--- src/rtl/digits_display_dec_pkg.sv ---
// Shared definitions for the digit display converter: radix codes, active-low
// segment glyphs ordered {g,f,e,d,c,b,a}, and FSM state encodings.
package digits_display_dec_pkg;

  localparam logic RADIX_DEC = 1'b0;
  localparam logic RADIX_HEX = 1'b1;

  localparam logic [6:0] SEG_0     = 7'h40;
  localparam logic [6:0] SEG_1     = 7'h79;
  localparam logic [6:0] SEG_2     = 7'h24;
  localparam logic [6:0] SEG_3     = 7'h30;
  localparam logic [6:0] SEG_4     = 7'h19;
  localparam logic [6:0] SEG_5     = 7'h12;
  localparam logic [6:0] SEG_6     = 7'h02;
  localparam logic [6:0] SEG_7     = 7'h78;
  localparam logic [6:0] SEG_8     = 7'h00;
  localparam logic [6:0] SEG_9     = 7'h10;
  localparam logic [6:0] SEG_A     = 7'h08;
  localparam logic [6:0] SEG_B     = 7'h03;
  localparam logic [6:0] SEG_C     = 7'h46;
  localparam logic [6:0] SEG_D     = 7'h21;
  localparam logic [6:0] SEG_E     = 7'h06;
  localparam logic [6:0] SEG_F     = 7'h0E;
  localparam logic [6:0] SEG_BLANK = 7'h7F;

  typedef enum logic [1:0] {
    ST_IDLE    = 2'd0,
    ST_CONVERT = 2'd1,
    ST_COMMIT  = 2'd2
  } state_e;

  function automatic logic [6:0] glyph(input logic [3:0] nib);
    case (nib)
      4'h0:    return SEG_0;
      4'h1:    return SEG_1;
      4'h2:    return SEG_2;
      4'h3:    return SEG_3;
      4'h4:    return SEG_4;
      4'h5:    return SEG_5;
      4'h6:    return SEG_6;
      4'h7:    return SEG_7;
      4'h8:    return SEG_8;
      4'h9:    return SEG_9;
      4'hA:    return SEG_A;
      4'hB:    return SEG_B;
      4'hC:    return SEG_C;
      4'hD:    return SEG_D;
      4'hE:    return SEG_E;
      default: return SEG_F;
    endcase
  endfunction

endpackage

--- src/rtl/digits_display_dec_seg7_decode.sv ---
// One digit of 7-segment decode: nibble plus enable to active-low segment lines.
module seg7_decode
  import digits_display_dec_pkg::*;
#(
  parameter int SEG_W = 7
) (
  input  logic [3:0]       nibble,
  input  logic             en,
  output logic [SEG_W-1:0] seg
);

  always_comb begin
    seg = {SEG_W{1'b1}};
    if (en) seg[6:0] = glyph(nibble);
  end

endmodule

--- src/rtl/digits_display_dec.sv ---
// Binary-to-digit display converter: sequential double-dabble for decimal,
// direct nibble slicing for hex, leading-zero blanking, per-digit 7-seg drive.
module digits_display_dec
  import digits_display_dec_pkg::*;
#(
  parameter int NUM_DIGITS = 7,
  parameter int VALUE_W    = 20,
  parameter int SEG_W      = 7
) (
  input  logic                        src_clk,
  input  logic                        rst_n,
  input  logic                        load,
  input  logic [VALUE_W-1:0]          value,
  input  logic                        radix,
  input  logic                        blank_lz,
  output logic                        busy,
  output logic                        done,
  output logic                        overflow,
  output logic [4*NUM_DIGITS-1:0]     digits,
  output logic [NUM_DIGITS-1:0]       digit_en,
  output logic [SEG_W*NUM_DIGITS-1:0] Display
);

  localparam int DW    = 4 * NUM_DIGITS;
  localparam int SW    = DW + VALUE_W;
  localparam int CNT_W = $clog2(VALUE_W + 1);

  state_e                  state_q, state_d;
  logic [CNT_W-1:0]        cnt_q, cnt_d;
  logic                    done_q, done_d;
  logic                    overflow_q, overflow_d;
  logic [DW-1:0]           digits_q, digits_d;
  logic [NUM_DIGITS-1:0]   digit_en_q, digit_en_d;
  // Operand/working registers carry no reset; they are always loaded before use.
  logic [SW-1:0]           shift_q, shift_d;
  logic                    radix_q, radix_d;
  logic                    blank_q, blank_d;
  logic                    ovf_acc_q, ovf_acc_d;

  logic [DW-1:0]           bcd_adj;
  logic [SW-1:0]           bin_ext;
  logic [DW-1:0]           res_dig;
  logic                    res_ovf;
  logic [NUM_DIGITS-1:0]   en_new;
  logic                    lit;

  // Double-dabble correction: any BCD nibble >= 5 gets +3 before the shift.
  always_comb begin
    bcd_adj = '0;
    for (int i = 0; i < NUM_DIGITS; i++) begin
      if (shift_q[VALUE_W + 4*i +: 4] >= 4'd5)
        bcd_adj[4*i +: 4] = shift_q[VALUE_W + 4*i +: 4] + 4'd3;
      else
        bcd_adj[4*i +: 4] = shift_q[VALUE_W + 4*i +: 4];
    end
  end

  always_comb begin
    bin_ext = {{DW{1'b0}}, shift_q[VALUE_W-1:0]};
    if (radix_q == RADIX_HEX) begin
      res_dig = bin_ext[DW-1:0];
      res_ovf = |(bin_ext >> DW);
    end else begin
      res_dig = shift_q[SW-1:VALUE_W];
      res_ovf = ovf_acc_q;
    end
  end

  // Scan from the top digit down; once a nonzero digit is seen, all below are lit.
  always_comb begin
    lit    = 1'b0;
    en_new = '0;
    for (int i = NUM_DIGITS - 1; i >= 0; i--) begin
      lit       = lit | (res_dig[4*i +: 4] != 4'd0) | (i == 0) | ~blank_q;
      en_new[i] = lit;
    end
  end

  always_comb begin
    state_d    = state_q;
    cnt_d      = cnt_q;
    done_d     = 1'b0;
    overflow_d = overflow_q;
    digits_d   = digits_q;
    digit_en_d = digit_en_q;
    shift_d    = shift_q;
    radix_d    = radix_q;
    blank_d    = blank_q;
    ovf_acc_d  = ovf_acc_q;
    case (state_q)
      ST_IDLE: begin
        // The done cycle still belongs to the previous conversion, so load waits.
        if (load && !done_q) begin
          shift_d   = {{DW{1'b0}}, value};
          radix_d   = radix;
          blank_d   = blank_lz;
          ovf_acc_d = 1'b0;
          cnt_d     = CNT_W'(VALUE_W);
          state_d   = (radix == RADIX_DEC) ? ST_CONVERT : ST_COMMIT;
        end
      end
      ST_CONVERT: begin
        shift_d   = {bcd_adj, shift_q[VALUE_W-1:0]} << 1;
        ovf_acc_d = ovf_acc_q | bcd_adj[DW-1];
        cnt_d     = cnt_q - 1'b1;
        if (cnt_q == CNT_W'(1)) state_d = ST_COMMIT;
      end
      ST_COMMIT: begin
        digits_d   = res_dig;
        digit_en_d = en_new;
        overflow_d = res_ovf;
        done_d     = 1'b1;
        state_d    = ST_IDLE;
      end
      default: state_d = ST_IDLE;
    endcase
  end

  always_ff @(posedge src_clk or negedge rst_n) begin
    if (!rst_n) begin
      state_q    <= ST_IDLE;
      cnt_q      <= '0;
      done_q     <= 1'b0;
      overflow_q <= 1'b0;
      digits_q   <= '0;
      digit_en_q <= NUM_DIGITS'(1);
    end else begin
      state_q    <= state_d;
      cnt_q      <= cnt_d;
      done_q     <= done_d;
      overflow_q <= overflow_d;
      digits_q   <= digits_d;
      digit_en_q <= digit_en_d;
    end
  end

  always_ff @(posedge src_clk) begin
    shift_q   <= shift_d;
    radix_q   <= radix_d;
    blank_q   <= blank_d;
    ovf_acc_q <= ovf_acc_d;
  end

  assign busy     = (state_q != ST_IDLE);
  assign done     = done_q;
  assign overflow = overflow_q;
  assign digits   = digits_q;
  assign digit_en = digit_en_q;

  for (genvar g = 0; g < NUM_DIGITS; g++) begin : g_seg
    seg7_decode #(.SEG_W(SEG_W)) u_seg (
      .nibble (digits_q[4*g +: 4]),
      .en     (digit_en_q[g]),
      .seg    (Display[SEG_W*g +: SEG_W])
    );
  end

endmodule

--- config.mk ---
export PLATFORM = sky130hd
export DESIGN_NAME = digits_display_dec
export DESIGN_NICKNAME = d
export VERILOG_FILES = /design/src/rtl/digits_display_dec_pkg.sv /design/src/rtl/digits_display_dec_seg7_decode.sv /design/src/rtl/digits_display_dec.sv
export SDC_FILE = /design/constraint.sdc
export NUM_CORES = 1
export LEC_CHECK = 0
export BUFFER_PORTS_ARGS = -buffer_cell sky130_fd_sc_hd__buf_2
export CORE_ASPECT_RATIO = 0.75
export CORE_MARGIN = 3
export CORE_UTILIZATION = 50
export DETAILED_ROUTE_END_ITERATION = 8
export GPL_TIMING_DRIVEN = 0
export PLACE_DENSITY = 0.8
export SYNTH_ARGS = -nofsm -noshare
export SYNTH_HDL_FRONTEND = slang
export SYNTH_SLANG_ARGS = --single-unit
--- constraint.sdc ---
create_clock -name src_clk -period 6.9 [get_ports src_clk]
set_clock_uncertainty 0.1 [all_clocks]
set_input_delay 0.69 -clock src_clk [delete_from_list [all_inputs] [get_ports src_clk]]
set_output_delay 0.69 -clock src_clk [all_outputs]
set_load 0.01 [all_outputs]
==> results.ini <==
[run_status]
status = finished, final reports clean

[cts]
clockBufferDepth = 2
cts_made_buffers = 9
cts_max_level = 3
post_cts_buffers = 0
cts_hold_buf = 0
post_cts_resized = 0
cts_sinks = 94
clk_pin_slew_ns = 0.06
cts_tree = done
insertion_delay_ns = 0.34
cts-root-buf = clkbuf_16

[sta]
fin_crit_ns = 2.72
finalSetupViolCount = 0
tns_ns = 0
holdWs_ns = 0.368
worst_pin_slew_ns = 1.00
min_period_over_period = 0.395
fmaxAchievable_mhz = 367
slew_violations = 0
post-route-worst-setup-slack_ns = 4.18
slew_headroom = 0.334
rsz0062_at_grt = no
finalHoldViolations = 0

[floorplan]
rows = 35
num_io_pins = 112
initial_utilization = 0.519
die-area_um2 = 14300
die_w_um = 137
die_h_um = 104
core_area_um2 = 12400

[route]
num_vias = 5275
drt_iter0_markers = 382
avgRoutedWirePerCell_um = 15.8
wl_um = 15100
viasPerCell = 5.52
drtAntennaViolNets = 0
drtPass1Iterations = 5
drc = 0

[power]
power.density_nw_per_um2 = 528
power_leakage_nw = 3.31
internal-power_w = 0.00213
ir_drop_mv = 0.240
power_frac_clock = 0.113
swShare = 0.462
seq_power_share = 0.323
p_sw_w = 0.00183
p_comb_frac = 0.564

[placed_design]
place_area_um2 = 7230
numPortBuffers = 110
routabilityCongestion = 0.864
place_ws_ns = 4.55
dp_hpwl_um = 11100

[logic_synthesis]
syn_nets = 746
synth-edff-count = 51
synth-seq-cells = 94
syn_inst = 663
ys.flop_type = edfxtp_1
ys_seq_area_frac = 0.404
synth-warning-count = 0
avgSynthCellArea_um2 = 9.73
async_flop_share = 0.457
ys_types = 55
syn_area_um2 = 6450

[finish]
fin_nets = 868
layout_commonest_cell = buf_2
drive_above_1_share = 0.243
antenna_cells = 0
mostFrequentLayoutCells = buf_2 (126), nand2_1 (72), ha_1 (58)
nFillCells = 1078
post-route-util = 0.603
design_area_um2 = 7500
area_growth_pct = 16.2

[global_route]
grt_pass1_wl_um = 24900
antenna_found_initial = 0
grt_util_all_layers = 0.213
grt_overflow = 0
grt_max_degree = 44
grt_pass1_vias = 4931

[setup_path]
worst-setup-path-type = flip-flop to primary output
end_kind = primary output
crit_required_ns = 6.11
startpoint_type = flip-flop
crit_fanout = 8
cp.arrival_ns = 1.93

[run]
drv_cap = 0

[worst_hold_path]
hold_class = flip-flop to flip-flop

==> final timing paths <==
| path | startpoint | to | slack, ns | cells past startpoint |
|---|---|---|---|---|
| min | overflow$_DFFE_PN0P_ | overflow$_DFFE_PN0P_ | 0.37 | 2 |
| max | digits[0]$_DFFE_PN0P_ | Display[3] | 4.18 | 5 |
| max in group asynchronous | rst_n | state_q[0]$_DFFE_PN0P_ | 5.67 | 1 |
| max reg2reg | done$_DFF_PN0_ | shift_q[43]$_SDFFCE_PN0P_ | 5.04 | 4 |
| min in group asynchronous | rst_n | digits[11]$_DFFE_PN0P_ | 0.42 | 1 |
| min reg2reg | overflow$_DFFE_PN0P_ | overflow$_DFFE_PN0P_ | 0.37 | 2 |
==> worst max-delay path, stage by stage (launching register included) <==
cell     delay, ns
dfrtp_1       0.48
inv_1         0.15
ha_1          0.30
inv_1         0.04
mux4_2        0.45
buf_2         0.16
==> state kept, by name, indices dropped and copies added, names as in the netlist <==
name / flops
shift_q: 48
radix_q: 1
digit_en: 6
done: 1
state_q: 2
ovf_acc_q: 1
cnt_q: 5
blank_q: 1
digits: 28
overflow: 1
==> synth_stat cells (4+ instances only) <==
| cell | instances | area, um^2 |
|---|---|---|
| dfrtp_1 | 43 | 1080 |
| o311ai_0 | 15 | 131 |
| ha_1 | 58 | 726 |
| a211oi_1 | 8 | 60.1 |
| a21boi_0 | 7 | 52.6 |
| buf_2 | 16 | 80.1 |
| nand3_1 | 15 | 75.1 |
| inv_1 | 44 | 165 |
| nor2b_1 | 18 | 113 |
| nand2b_1 | 16 | 100 |
| o21ai_0 | 53 | 265 |
| o31ai_1 | 4 | 30.0 |
| edfxtp_1 | 51 | 1530 |
| buf_6 | 5 | 56.3 |
| nand3b_1 | 10 | 75.1 |
| xnor2_1 | 7 | 61.3 |
| nor2_1 | 49 | 184 |
| xor2_1 | 9 | 78.8 |
| nor3_1 | 9 | 45.0 |
| mux2i_1 | 33 | 330 |
| o211ai_1 | 23 | 173 |
| nand2_1 | 72 | 270 |
| buf_4 | 11 | 82.6 |
| mux2_2 | 20 | 225 |
| a21oi_1 | 23 | 115 |
==> layout make-up <==
| type | count | area (um^2) | share of cell area |
|---|---|---|---|
| Clock buffer | 9 | 225 | 0.0300 |
| Timing Repair Buffer | 111 | 571 | 0.0761 |
| Inverter | 46 | 178 | 0.0237 |
| Clock inverter | 7 | 40.0 | 0.00534 |
| Tap cell | 166 | 208 | 0.0277 |
| Sequential cell | 94 | 2610 | 0.348 |
| Buffer | 37 | 240 | 0.0320 |
| Multi-Input combinational cell | 486 | 3430 | 0.457 |
==> power by group through the flow <==
| stage | logic [W] | registers [W] | clock network, W |
|---|---|---|---|
| after global placement | 0.00214 | 0.00127 | 0 |
| final | 0.00223 | 0.00128 | 0.000449 |
| after CTS | 0.00223 | 0.00127 | 0.000459 |
| after detailed placement | 0.00222 | 0.00128 | 0 |
| after global routing | 0.00252 | 0.00132 | 0.000483 |
| after floorplan | 0.00151 | 0.00122 | 0 |
==> routing by layer <==
metal / vias to the layer above / GRT usage / routed length [um]
met2: 174 / 0.319 / 6580
met1: 2499 / 0.323 / 7310
met4: 0 / 0.0299 / 93
li1: 2592 / - / -
met5: - / 0 / 0
met3: 10 / 0.0459 / 1120
==> kinds of logic after synthesis <==
group,count (synthesis),share of synthesized area
buf+inv,83,0.0648
mux,55,0.0913
simple gates,206,0.156
xor+xnor,16,0.0217
fa+ha+maj,58,0.112
flops,94,0.404
other cells,1,0.000581
compound gates,150,0.149
==> stage by stage <==
| stage | cells | power, W |
|---|---|---|
| final | 956 | 0.00396 |
| after global routing | 956 | 0.00432 |
| after CTS | 956 | 0.00396 |
| after detailed placement | 940 | 0.00349 |
| after global placement | 939 | 0.00341 |
| after floorplan | 663 | 0.00274 |
Power figures use the tool's default switching activity.
